$ cat src/rtl/pwr_domain_seq.sv
// rtl/pwr_domain_seq.sv - per-domain power-gating sequencer (isolation, domain reset, switch control)
// Optional ack-timeout/ERR handling is enabled by defining PWR_DOMAIN_SEQ_TIMEOUT_EN.
module pwr_domain_seq #(
  parameter int SETTLE_CYCLES  = 4,
  parameter int TIMEOUT_CYCLES = 64,
  parameter bit RESET_ON       = 1'b1
) (
  input  logic clk_i,
  input  logic rst_ni,
  input  logic off_req_i,
  input  logic on_req_i,
  output logic switch_no,
  input  logic switch_ack_ni,
  output logic iso_no,
  output logic rst_domain_no,
  output logic busy_o,
  output logic powered_o,
  output logic err_o,
  input  logic err_clr_i
);

  typedef enum logic [3:0] {
    ST_ON,
    ST_ISO,
    ST_RST,
    ST_SW_OFF,
    ST_OFF,
    ST_SW_ON,
    ST_RST_REL,
    ST_ISO_REL
`ifdef PWR_DOMAIN_SEQ_TIMEOUT_EN
    ,
    ST_ERR
`endif
  } state_e;

  localparam state_e     RESET_STATE = RESET_ON ? ST_ON : ST_OFF;
  // Settle count is loaded with N-1 so a state lasts exactly N cycles.
  localparam logic [7:0] SETTLE_LOAD = 8'(SETTLE_CYCLES - 1);

  state_e     state_q, state_d;
  logic [7:0] cnt_q, cnt_d;
  logic       switch_no_q, switch_no_d;
  logic       iso_no_q, iso_no_d;
  logic       rst_domain_no_q, rst_domain_no_d;
  logic       busy_q, busy_d;
  logic       powered_q, powered_d;
  logic       err_q, err_d;

`ifdef PWR_DOMAIN_SEQ_TIMEOUT_EN
  localparam logic [15:0] TIMEOUT_LAST = 16'(TIMEOUT_CYCLES - 1);
  logic [15:0] wait_q, wait_d;
  logic        ret_on_q, ret_on_d;
`else
  logic        unused_err_clr;
  logic [15:0] unused_timeout;
  assign unused_err_clr = err_clr_i;
  assign unused_timeout = TIMEOUT_CYCLES[15:0];
`endif

  always_comb begin
    state_d         = state_q;
    cnt_d           = cnt_q;
    switch_no_d     = switch_no_q;
    iso_no_d        = iso_no_q;
    rst_domain_no_d = rst_domain_no_q;
`ifdef PWR_DOMAIN_SEQ_TIMEOUT_EN
    wait_d          = wait_q;
    ret_on_d        = ret_on_q;
`endif
    unique case (state_q)
      ST_ON: begin
        if (off_req_i) begin
          state_d  = ST_ISO;
          iso_no_d = 1'b0;
          cnt_d    = SETTLE_LOAD;
        end
      end
      ST_ISO: begin
        if (cnt_q == 8'd0) begin
          state_d         = ST_RST;
          rst_domain_no_d = 1'b0;
          cnt_d           = SETTLE_LOAD;
        end else begin
          cnt_d = cnt_q - 8'd1;
        end
      end
      ST_RST: begin
        if (cnt_q == 8'd0) begin
          state_d     = ST_SW_OFF;
          switch_no_d = 1'b1;
`ifdef PWR_DOMAIN_SEQ_TIMEOUT_EN
          wait_d      = 16'd0;
`endif
        end else begin
          cnt_d = cnt_q - 8'd1;
        end
      end
      ST_SW_OFF: begin
        if (switch_ack_ni) begin
          state_d = ST_OFF;
`ifdef PWR_DOMAIN_SEQ_TIMEOUT_EN
        end else if (wait_q == TIMEOUT_LAST) begin
          state_d  = ST_ERR;
          ret_on_d = 1'b0;
        end else begin
          wait_d = wait_q + 16'd1;
`endif
        end
      end
      ST_OFF: begin
        if (on_req_i) begin
          state_d     = ST_SW_ON;
          switch_no_d = 1'b0;
`ifdef PWR_DOMAIN_SEQ_TIMEOUT_EN
          wait_d      = 16'd0;
`endif
        end
      end
      ST_SW_ON: begin
        if (!switch_ack_ni) begin
          state_d         = ST_RST_REL;
          rst_domain_no_d = 1'b1;
          cnt_d           = SETTLE_LOAD;
`ifdef PWR_DOMAIN_SEQ_TIMEOUT_EN
        end else if (wait_q == TIMEOUT_LAST) begin
          state_d  = ST_ERR;
          ret_on_d = 1'b1;
        end else begin
          wait_d = wait_q + 16'd1;
`endif
        end
      end
      ST_RST_REL: begin
        if (cnt_q == 8'd0) begin
          state_d  = ST_ISO_REL;
          iso_no_d = 1'b1;
          cnt_d    = SETTLE_LOAD;
        end else begin
          cnt_d = cnt_q - 8'd1;
        end
      end
      ST_ISO_REL: begin
        if (cnt_q == 8'd0) begin
          state_d = ST_ON;
        end else begin
          cnt_d = cnt_q - 8'd1;
        end
      end
`ifdef PWR_DOMAIN_SEQ_TIMEOUT_EN
      // Ack is deliberately not looked at here; only a clear retries the wait.
      ST_ERR: begin
        if (err_clr_i) begin
          state_d = ret_on_q ? ST_SW_ON : ST_SW_OFF;
          wait_d  = 16'd0;
        end
      end
`endif
      default: state_d = RESET_STATE;
    endcase

    busy_d    = (state_d != ST_ON) && (state_d != ST_OFF);
    powered_d = (state_d == ST_ON);
`ifdef PWR_DOMAIN_SEQ_TIMEOUT_EN
    err_d     = (state_d == ST_ERR);
`else
    err_d     = 1'b0;
`endif
  end

  always_ff @(posedge clk_i or negedge rst_ni) begin
    if (!rst_ni) begin
      state_q         <= RESET_STATE;
      cnt_q           <= 8'd0;
      switch_no_q     <= !RESET_ON;
      iso_no_q        <= RESET_ON;
      rst_domain_no_q <= RESET_ON;
      busy_q          <= 1'b0;
      powered_q       <= RESET_ON;
      err_q           <= 1'b0;
`ifdef PWR_DOMAIN_SEQ_TIMEOUT_EN
      wait_q          <= 16'd0;
      ret_on_q        <= 1'b0;
`endif
    end else begin
      state_q         <= state_d;
      cnt_q           <= cnt_d;
      switch_no_q     <= switch_no_d;
      iso_no_q        <= iso_no_d;
      rst_domain_no_q <= rst_domain_no_d;
      busy_q          <= busy_d;
      powered_q       <= powered_d;
      err_q           <= err_d;
`ifdef PWR_DOMAIN_SEQ_TIMEOUT_EN
      wait_q          <= wait_d;
      ret_on_q        <= ret_on_d;
`endif
    end
  end

  assign switch_no     = switch_no_q;
  assign iso_no        = iso_no_q;
  assign rst_domain_no = rst_domain_no_q;
  assign busy_o        = busy_q;
  assign powered_o     = powered_q;
  assign err_o         = err_q;

endmodule
$ cat config.mk
export PLATFORM = sky130hd
export DESIGN_NAME = pwr_domain_seq
export DESIGN_NICKNAME = d
export VERILOG_FILES = /design/src/rtl/pwr_domain_seq.sv
export SDC_FILE = /design/constraint.sdc
export NUM_CORES = 1
export LEC_CHECK = 0
export ABC_AREA = 1
export ABC_CLOCK_PERIOD_IN_PS = 2040
export CORE_UTILIZATION = 42
export DETAILED_ROUTE_END_ITERATION = 7
export PLACE_DENSITY = 0.7
export SETUP_SLACK_MARGIN = 0.4
export SYNTH_ARGS = -nofsm -noshare
export SYNTH_HDL_FRONTEND = slang
export SYNTH_SLANG_ARGS = --single-unit
$ cat constraint.sdc
create_clock -name clk_i -period 2.04 [get_ports clk_i]
set_clock_uncertainty 0.1 [all_clocks]
set_input_delay 0.51 -clock clk_i [delete_from_list [all_inputs] [get_ports clk_i]]
set_output_delay 0.51 -clock clk_i [all_outputs]
set_load 0.02 [all_outputs]
==> flow_summary_export.csv, run 1 <==
group,metric,value,unit
timing,drv_slew,0,
critical_path,worstSetupPathType,"flop to output port",
grt,first_global_vias,1056,
placement,gp_congestion,0.889,
critical_path,worst-path-buf-inv,1,
drt,dr.pass1.iters,6,
timing,rsz0062_at_grt,"yes",
critical_path,end_kind,"output port",
die,initial_utilization,44.1,%
drt,vias,1090,
synth,synth_edf_count,0,
timing,period_share,79.0,%
timing,fmax,620,MHz
finish,multi_input_comb_area,699,sq um
finish,drive_gt1_share,33.2,%
worst_hold_path,hp-class,"flop to flop",
critical_path,path_cells,"clkbuf_2",
synth,ys_ff_latch,17,
finish,nFillCells,255,
clock_network,htreeDepth,1,
clock_network,tritoncts,"yes",
synth,synth_common_cells,"nand2_1, inv_1, nand3_1",
drt,drc,0,
finish,finalNetCount,205,
critical_path,arrival,1.00,ns
grt,busiest_layer,"met2",
critical_path,startpoint,"iso_no",
finish,syn2layout_area_growth,24.5,%
synth,syn_inst,168,
clock_network,clk_path_buf_depth,2,
critical_path,startpoint_type,"flop",
synth,ys_warn_count,0,
clock_network,worstSkewPairLatency,0.30,ns
synth,synth_top_area_share,29.1,%
critical_path,crit-reg2reg-capture,"powered_o",
critical_path,critPathSlowestCell,"dfstp_2",
synth,ys_seq_area_share,35.6,%
worst_hold_path,hold_end,"iso_no",
die,placementRows,19,
grt,grt_antenna_before_repair,0,
die,io_pins,12,
drt,vias_per_cell,4.80,
drt,wire_per_inst,11.5,um
synth,synth.most_common_cell,"nand2_1",
clock_network,clk_pin_slew,0.10,ns
critical_path,path_delay_family,"flip-flops",
timing,setup_viol,0,
worst_hold_path,holdPathStages,2,
grt,track_usage,18.1,%
clock_network,cts_hold_buffers,0,
timing,setup-tns-final,0,ns
drt,drtIter0Drc,24,
clock_network,root_buffer,"clkbuf_4",
timing,hold_violations,0,
grt,gr-usage-met3,3.28,%
grt,grt_pass1_wl,4350,um
finish,layout.area.seq,430,sq um
run,cap_violations,0,
synth,synth.distinct_cells,27,
die,core_region_area,2730,sq um
critical_path,reg2reg_depth,10,
power,p_per_area,741,nW/um^2
synth,yosysTopAreaCell,"dfrtp_1",
critical_path,worstReg2RegStart,"cnt_q[0]",
die,die_x,55.6,um
synth,synth_async_sr_flop_share,100,%
clock_network,cts_buffers,3,
power,peakVddDrop,0.587,mV
outcome,run_status,"finished, final reports clean",
synth,synthFlopType,"dfrtp_1",
grt,grt_max_degree,18,
timing,fin_crit,1.61,ns
critical_path,slowest_delay,0.54,ns
die,fp.dieH,55.6,um
worst_hold_path,min_from,"iso_no",
clock_network,cts.sink_count,17,
grt,overflow,0,
drt,ant_nets,0,
power,power_leakage,0.823,nW
grt,met2_usage,30.8,%
critical_path,critPathMaxFanout,2,
finish,num_antenna_cells,0,
critical_path,rrSetupSlack,0.43,ns
die,dieArea,3090,sq um
grt,met1_usage,21.9,%
critical_path,cp_data_required_time,1.43,ns
drt,drt_wl_total,2620,um
power,finalPower,1.11,mW
placement,port_buffers,9,
placement,dpl.hpwl,1900,um
synth,synthTopCellsByArea,"dfrtp_1, nand2_1, inv_1, nand2_2, nand3_1",
synth,syn-mean-instance-area,7.17,sq um
synth,synth_area,1200,sq um
[layout by cell type (no fill, tap or decap), types with 2 or more instances in the layout]
cell	netlist	final
dfstp_2	3	3
nand3_1	16	14
nand2_1	45	44
inv_1	25	23
dfrtp_1	14	13
clkdlybuf4s50_1	0	4
inv_2	1	3
nand3_2	0	2
o21ai_2	5	5
o21ai_0	5	5
nor2_1	15	12
nor2_4	1	3
conb_1	1	2
buf_2	0	2
nand2_2	13	14
buf_4	1	15
clkbuf_4	0	3
nor2_2	5	6
xor2_1	3	3
nand4_1	3	3
[power breakdown]
| group | leakage (nW) | internal, mW | switching (mW) | total, mW |
|---|---|---|---|---|
| clock network | 0.0177 | 0.0731 | 0.113 | 0.186 |
| logic | 0.596 | 0.203 | 0.294 | 0.498 |
| registers | 0.209 | 0.390 | 0.0374 | 0.427 |
| total | 0.823 | 0.666 | 0.445 | 1.11 |
[layout make-up]
cell class                 count  area share [%]
multi-input combinational    123            46.6
tap                           31            2.59
inverter                      27            7.09
sequential                    17            28.7
clock inverter                 1           0.334
timing repair buffer          25            13.2
clock buffer                   3            1.50
[worst min-delay path: cells and delay by family, from the launching register on]
kind             cells  cell delay (ns)
DFF                  1             0.38
and+or+nand+nor      2             0.10
[cell families (layout without fill, tap and decap cells)]
logic type / after synthesis / after routing / share of synthesized area (%)
XOR/XNOR: 3 / 3 / 2.18
buffers and inverters: 29 / 56 / 10.2
other: 1 / 2 / 0.311
AND/OR/NAND/NOR: 102 / 102 / 40.9
adder cells (fa/ha/maj): 2 / 2 / 2.08
flip-flops: 17 / 17 / 35.6
AO/OA/AOI/OAI: 14 / 14 / 8.72
[per-stage QoR]
step | setup slack [ns] | area [sq um] | util (%) | hold slack, ns | cells
2_1_floorplan | 0.459 | 1210 | - | 0.114 | 169
6_report | 0.428 | 1500 | 54.9 | 0.375 | 227
4_1_cts | 0.256 | 1390 | 50.8 | 0.380 | 218
5_1_grt | 0.383 | 1500 | 54.9 | 0.391 | 227
3_3_place_gp | 0.195 | 1340 | 49.1 | 0.361 | 210
3_5_place_dp | 0.183 | 1340 | 49.1 | 0.356 | 210
[timing repair]
action | CTS | global route
gates resized for setup | 15 | 14
buffers inserted | 4 | 9
endpoints found under the setup margin | 16 | 14
pin swaps | 2 | 4
[worst max-delay path by stage]
stage / endpoint / cells past startpoint
final: iso_no / 1
after global routing: powered_o / 10
after CTS: iso_no / 1
after detailed placement: powered_o / 9
after global placement: powered_o / 9
after floorplan: cnt_q[4] / 10
[metal layers]
| metal | vias to the layer above | routed length, um |
|---|---|---|
| met3 | 7 | 92 |
| met4 | 0 | 48 |
| met5 | - | 0 |
| met1 | 491 | 1150 |
| met2 | 17 | 1330 |
| li1 | 575 | - |
[state kept, by name, summed over array words and instances (netlist names)]
register,flops
cnt_q,8
rst_domain_no,1
busy_o,1
switch_no,1
iso_no,1
powered_o,1
state_q,4
(Power assumes the default switching activity.)
==> inputs of run 2 (changes only) <==
--- a/config.mk
+++ b/config.mk
@@ -6,10 +6,10 @@
 export NUM_CORES = 1
 export LEC_CHECK = 0
 export ABC_AREA = 1
-export ABC_CLOCK_PERIOD_IN_PS = 2040
+export ABC_CLOCK_PERIOD_IN_PS = 1300
 export CORE_UTILIZATION = 42
 export DETAILED_ROUTE_END_ITERATION = 7
-export PLACE_DENSITY = 0.7
+export PLACE_DENSITY = 0.72
 export SETUP_SLACK_MARGIN = 0.4
 export SYNTH_ARGS = -nofsm -noshare
 export SYNTH_HDL_FRONTEND = slang
==> constraint.sdc (replaced) <==
create_clock -name clk_i -period 1.3 [get_ports clk_i]
set_clock_uncertainty 0.1 [all_clocks]
set_input_delay 0.325 -clock clk_i [delete_from_list [all_inputs] [get_ports clk_i]]
set_output_delay 0.325 -clock clk_i [all_outputs]
set_load 0.02 [all_outputs]
==> flow_summary_export.csv, run 2 (synthesized netlist as in run 1, its figures left out) <==
group,metric,value,unit
clock_network,root_buffer,"clkbuf_4",
power,p_per_area,1110,nW/um^2
finish,syn2layout_area_growth,46.7,%
critical_path,cp_data_required_time,1.44,ns
outcome,failed_checks,"negative setup slack",
timing,hold_violations,0,
timing,drv_slew,0,
finish,instances_no_fill,243,
timing,period_share,119,%
critical_path,rrSetupSlack,-0.25,ns
critical_path,arrival,1.69,ns
timing,fmax,646,MHz
timing,fin_ws,-0.248,ns
clock_network,cts_hold_buffers,0,
die,dieArea,3090,sq um
clock_network,tritoncts,"yes",
timing,fin_crit,1.55,ns
grt,overflow,0,
outcome,run_status,"finished, violations left",
finish,reg_top3,"cnt_q (8), state_q (4)",
die,fp.dieH,55.6,um
drt,wire_per_inst,13.2,um
drt,drtIter0Drc,64,
timing,rsz0062_at_grt,"yes",
timing,setup_viol,19,
drt,dr.pass1.iters,7,
drt,drc,0,
clock_network,clk_path_buf_depth,2,
drt,drt_wl_total,3210,um
finish,finalNetCount,221,
critical_path,end_kind,"flop",
die,initial_utilization,44.1,%
clock_network,cts_buffers,3,
die,die_x,55.6,um
grt,gr-usage-met3,2.81,%
critical_path,critPathMaxFanout,4,
finish,largest_reg_flops,8,
finish,nFillCells,242,
grt,grt_pass1_wl,5270,um
clock_network,htreeDepth,1,
grt,grt_antenna_before_repair,0,
power,peakVddDrop,0.801,mV
clock_network,clk_pin_slew,0.11,ns
finish,utilization,64.7,%
critical_path,startpoint_type,"flop",
finish,regMostFlops,"cnt_q",
power,power_leakage,0.960,nW
drt,vias,1227,
die,placementRows,19,
die,core_region_area,2730,sq um
clock_network,worstSkewPairLatency,0.30,ns
grt,first_global_vias,1249,
finish,multi_input_comb_area,807,sq um
run,cap_violations,0,
finish,mostFrequentLayoutCells,"nand2_1, buf_4, nand2_2, inv_1, dfrtp_1",
critical_path,worstSetupPathType,"flop to flop",
finish,drive_gt1_share,50.5,%
worst_hold_path,hp-class,"input port to asynchronous set/reset pin",
finish,num_antenna_cells,0,
placement,dp.cells,237,
grt,busiest_layer,"met2",
die,io_pins,12,
finish,layout_commonest_cell,"nand2_1",
placement,port_buffers,9,
placement,dpl.hpwl,2320,um
grt,grt_max_degree,18,
drt,ant_nets,0,
finish,layout.area.seq,430,sq um
clock_network,cts.sink_count,17,
grt,met1_usage,25.0,%
grt,track_usage,21.7,%
placement,gp_congestion,0.965,
grt,met2_usage,39.1,%
drt,vias_per_cell,5.05,
## run 2: cell types whose count changed in the layout (fill, tap and decap cells not counted), sizes merged
cell	before	now
dlygate4sd2	1	0
buf	18	37
clkdlybuf4s15	1	0
clkbuf	4	3
## run 2: critical path: stages (launching register included)
cell     delay, ns
dfrtp_1       0.44
buf_6         0.14
nor2_2        0.20
buf_4         0.17
and3_4        0.18
nor2_1        0.05
nand2_2       0.08
nor2_4        0.04
nand2_2       0.06
nor2_2        0.03
## run 2: through the flow
| step | worst slack, ns | hold slack, ns | power [mW] | TNS (ns) | instance area [sq um] |
|---|---|---|---|---|---|
| 3_3_place_gp | -0.309 | 0.358 | 1.50 | -4.33 | 1580 |
| 4_1_cts | -0.203 | 0.257 | 1.91 | -2.75 | 1700 |
| 6_report | -0.248 | 0.259 | 1.97 | -2.88 | 1770 |
| 2_1_floorplan | -0.170 | -0.0706 | 1.19 | -1.59 | 1230 |
| 3_5_place_dp | -0.384 | 0.365 | 1.53 | -5.09 | 1580 |
| 5_1_grt | -0.298 | 0.264 | 2.10 | -3.95 | 1770 |
## run 2: what timing repair did
| action | CTS | global route |
|---|---|---|
| pin swaps | 10 | 6 |
| hold endpoints to repair | 0 | 0 |
| setup buffers | 1 | 1 |
| resized for setup | 53 | 20 |
| setup endpoints to repair | 21 | 21 |
## run 2: area by class of cell
class,count,area share [%]
Sequential cell,17,24.3
Multi-Input combinational cell,123,45.6
Timing Repair Buffer,41,20.4
Inverter,27,5.87
Tap cell,31,2.19
Clock buffer,3,1.27
Clock inverter,1,0.283
## run 2: report_power, final
group	switching (mW)	leakage, nW	internal [mW]
Clock	0.181	0.0177	0.115
Combinational	0.553	0.733	0.445
Sequential	0.0595	0.209	0.612
Total	0.793	0.960	1.17
## run 2: per-layer routing
metal / part of all wire [%] / wire (um)
met3: 3.2 / 104
met1: 41 / 1300
met2: 55 / 1770
met4: 1.1 / 34
met5: 0 / 0
## run 2: path summary, 6_finish.rpt
check	startpoint	end	cells past startpoint
hold reg to reg	iso_no	iso_no	2
min in group clk_i	iso_no	iso_no	2
max in group asynchronous	rst_ni	rst_domain_no	2
setup / recovery	state_q[0]	powered_o	9
hold / removal	rst_ni	cnt_q[2]	2
setup reg to reg	state_q[0]	powered_o	9
==> inputs of run 3 (changes only) <==
--- a/config.mk
+++ b/config.mk
@@ -8,9 +8,11 @@
 export ABC_AREA = 1
 export ABC_CLOCK_PERIOD_IN_PS = 1300
 export CORE_UTILIZATION = 42
+export CTS_CLUSTER_DIAMETER = 100
 export DETAILED_ROUTE_END_ITERATION = 7
 export PLACE_DENSITY = 0.72
 export SETUP_SLACK_MARGIN = 0.4
+export SKIP_CTS_REPAIR_TIMING = 1
 export SYNTH_ARGS = -nofsm -noshare
 export SYNTH_HDL_FRONTEND = slang
 export SYNTH_SLANG_ARGS = --single-unit
==> flow_summary_export.csv, run 3 (synthesized netlist as in run 1, its figures left out) <==
group,metric,value,unit
outcome,run_status,"finished, violations left",
outcome,failed_checks,"negative setup slack",
finish,utilization,63.6,%
critical_path,cp_data_required_time,1.41,ns
timing,period_share,119,%
drt,vias_per_cell,5.02,
clock_network,cts_buffers,3,
finish,finalNetCount,221,
grt,overflow,0,
finish,reg_top3,"cnt_q (8), state_q (4)",
placement,dpl_worst_slack,-0.384,ns
finish,syn2layout_area_growth,44.2,%
critical_path,worstSetupPathType,"flop to flop",
die,dieArea,3090,sq um
finish,layout_commonest_cell,"nand2_1",
timing,fin_crit,1.55,ns
die,die_x,55.6,um
grt,grt_max_degree,18,
clock_network,cts.sink_count,17,
power,peakVddDrop,0.799,mV
finish,num_antenna_cells,0,
timing,fmax,646,MHz
drt,drtIter0Drc,59,
clock_network,worstSkewPairLatency,0.30,ns
drt,drc,0,
finish,largest_reg_flops,8,
finish,mostFrequentLayoutCells,"nand2_1, buf_4, inv_1, nand2_2",
worst_hold_path,hp-class,"input port to asynchronous set/reset pin",
grt,first_global_vias,1199,
run,cap_violations,0,
power,p_per_area,1110,nW/um^2
clock_network,root_buffer,"clkbuf_4",
placement,dpl.hpwl,2320,um
timing,drv_slew,0,
clock_network,htreeDepth,1,
clock_network,clk_pin_slew,0.10,ns
timing,fin_ws,-0.247,ns
die,placementRows,19,
finish,drive_gt1_share,44.3,%
timing,setup_viol,19,
critical_path,startpoint_type,"flop",
placement,port_buffers,9,
critical_path,critPathMaxFanout,6,
power,finalPower,1.92,mW
timing,hold_violations,0,
die,core_region_area,2730,sq um
grt,grt_antenna_before_repair,0,
drt,wire_per_inst,12.7,um
power,power_leakage,0.948,nW
timing,rsz0062_at_grt,"yes",
clock_network,clk_path_buf_depth,2,
clock_network,tritoncts,"yes",
critical_path,arrival,1.66,ns
drt,drt_wl_total,3070,um
die,initial_utilization,44.1,%
die,io_pins,12,
placement,gp_congestion,0.965,
grt,grt_pass1_wl,4880,um
grt,track_usage,20.0,%
die,fp.dieH,55.6,um
drt,vias,1221,
finish,regMostFlops,"cnt_q",
critical_path,end_kind,"flop",
drt,ant_nets,0,
drt,dr.pass1.iters,4,
==> run 3: cell counts in the layout (fill, tap and decap cells not counted) <==
No cell type changed its count.
==> run 3: worst max-delay path: stages (launching register included) <==
cell and delay [ns]:
dfrtp_1 0.40, inv_2 0.10, ha_4 0.14, nand2_4 0.06, nor2_8 0.17, inv_6 0.07, buf_4 0.14, nand3_1 0.08
nand2_1 0.06, nand2_2 0.07, o21ai_2 0.05
==> run 3: final cells by class <==
cell class                 count  area [sq um]
sequential                    17           429
multi-input combinational    123           779
inverter                      27           106
timing repair buffer          41           357
clock inverter                 1          5.00
tap                           31          38.8
clock buffer                   3          22.5
fill                         244           996
==> run 3: worst paths after layout <==
path | slack (ns) | depth (start not counted) | from | to
max reg2reg | -0.25 | 10 | cnt_q[0] | cnt_q[4]
max | -0.25 | 10 | cnt_q[0] | cnt_q[4]
min in group clk_i | 0.39 | 2 | iso_no | iso_no
max in group asynchronous | 0.63 | 2 | rst_ni | iso_no
min | 0.26 | 2 | rst_ni | cnt_q[2]
min reg2reg | 0.39 | 2 | iso_no | iso_no
==> run 3: routing by layer <==
metal,track usage [%],share of wire (%)
met1,23.1,40
met2,36.1,55
met3,2.34,3.6
met4,10.4,1.6
met5,0,0
==> run 3: power breakdown <==
group	total, mW	leakage [nW]	internal, mW	switching (mW)
logic	0.956	0.720	0.428	0.528
registers	0.672	0.211	0.612	0.0593
clock network	0.297	0.0177	0.115	0.182
==> run 3: metrics by stage <==
stage               setup TNS [ns]  cell area [sq um]  instances  hold WS (ns)
finish                       -3.17               1740        243         0.261
global route                 -4.40               1740        243         0.264
detailed placement           -5.09               1580        237         0.365
global placement             -4.33               1580        237         0.358
floorplan                    -1.59               1230        169       -0.0706
CTS                          -6.36               1610        241         0.257
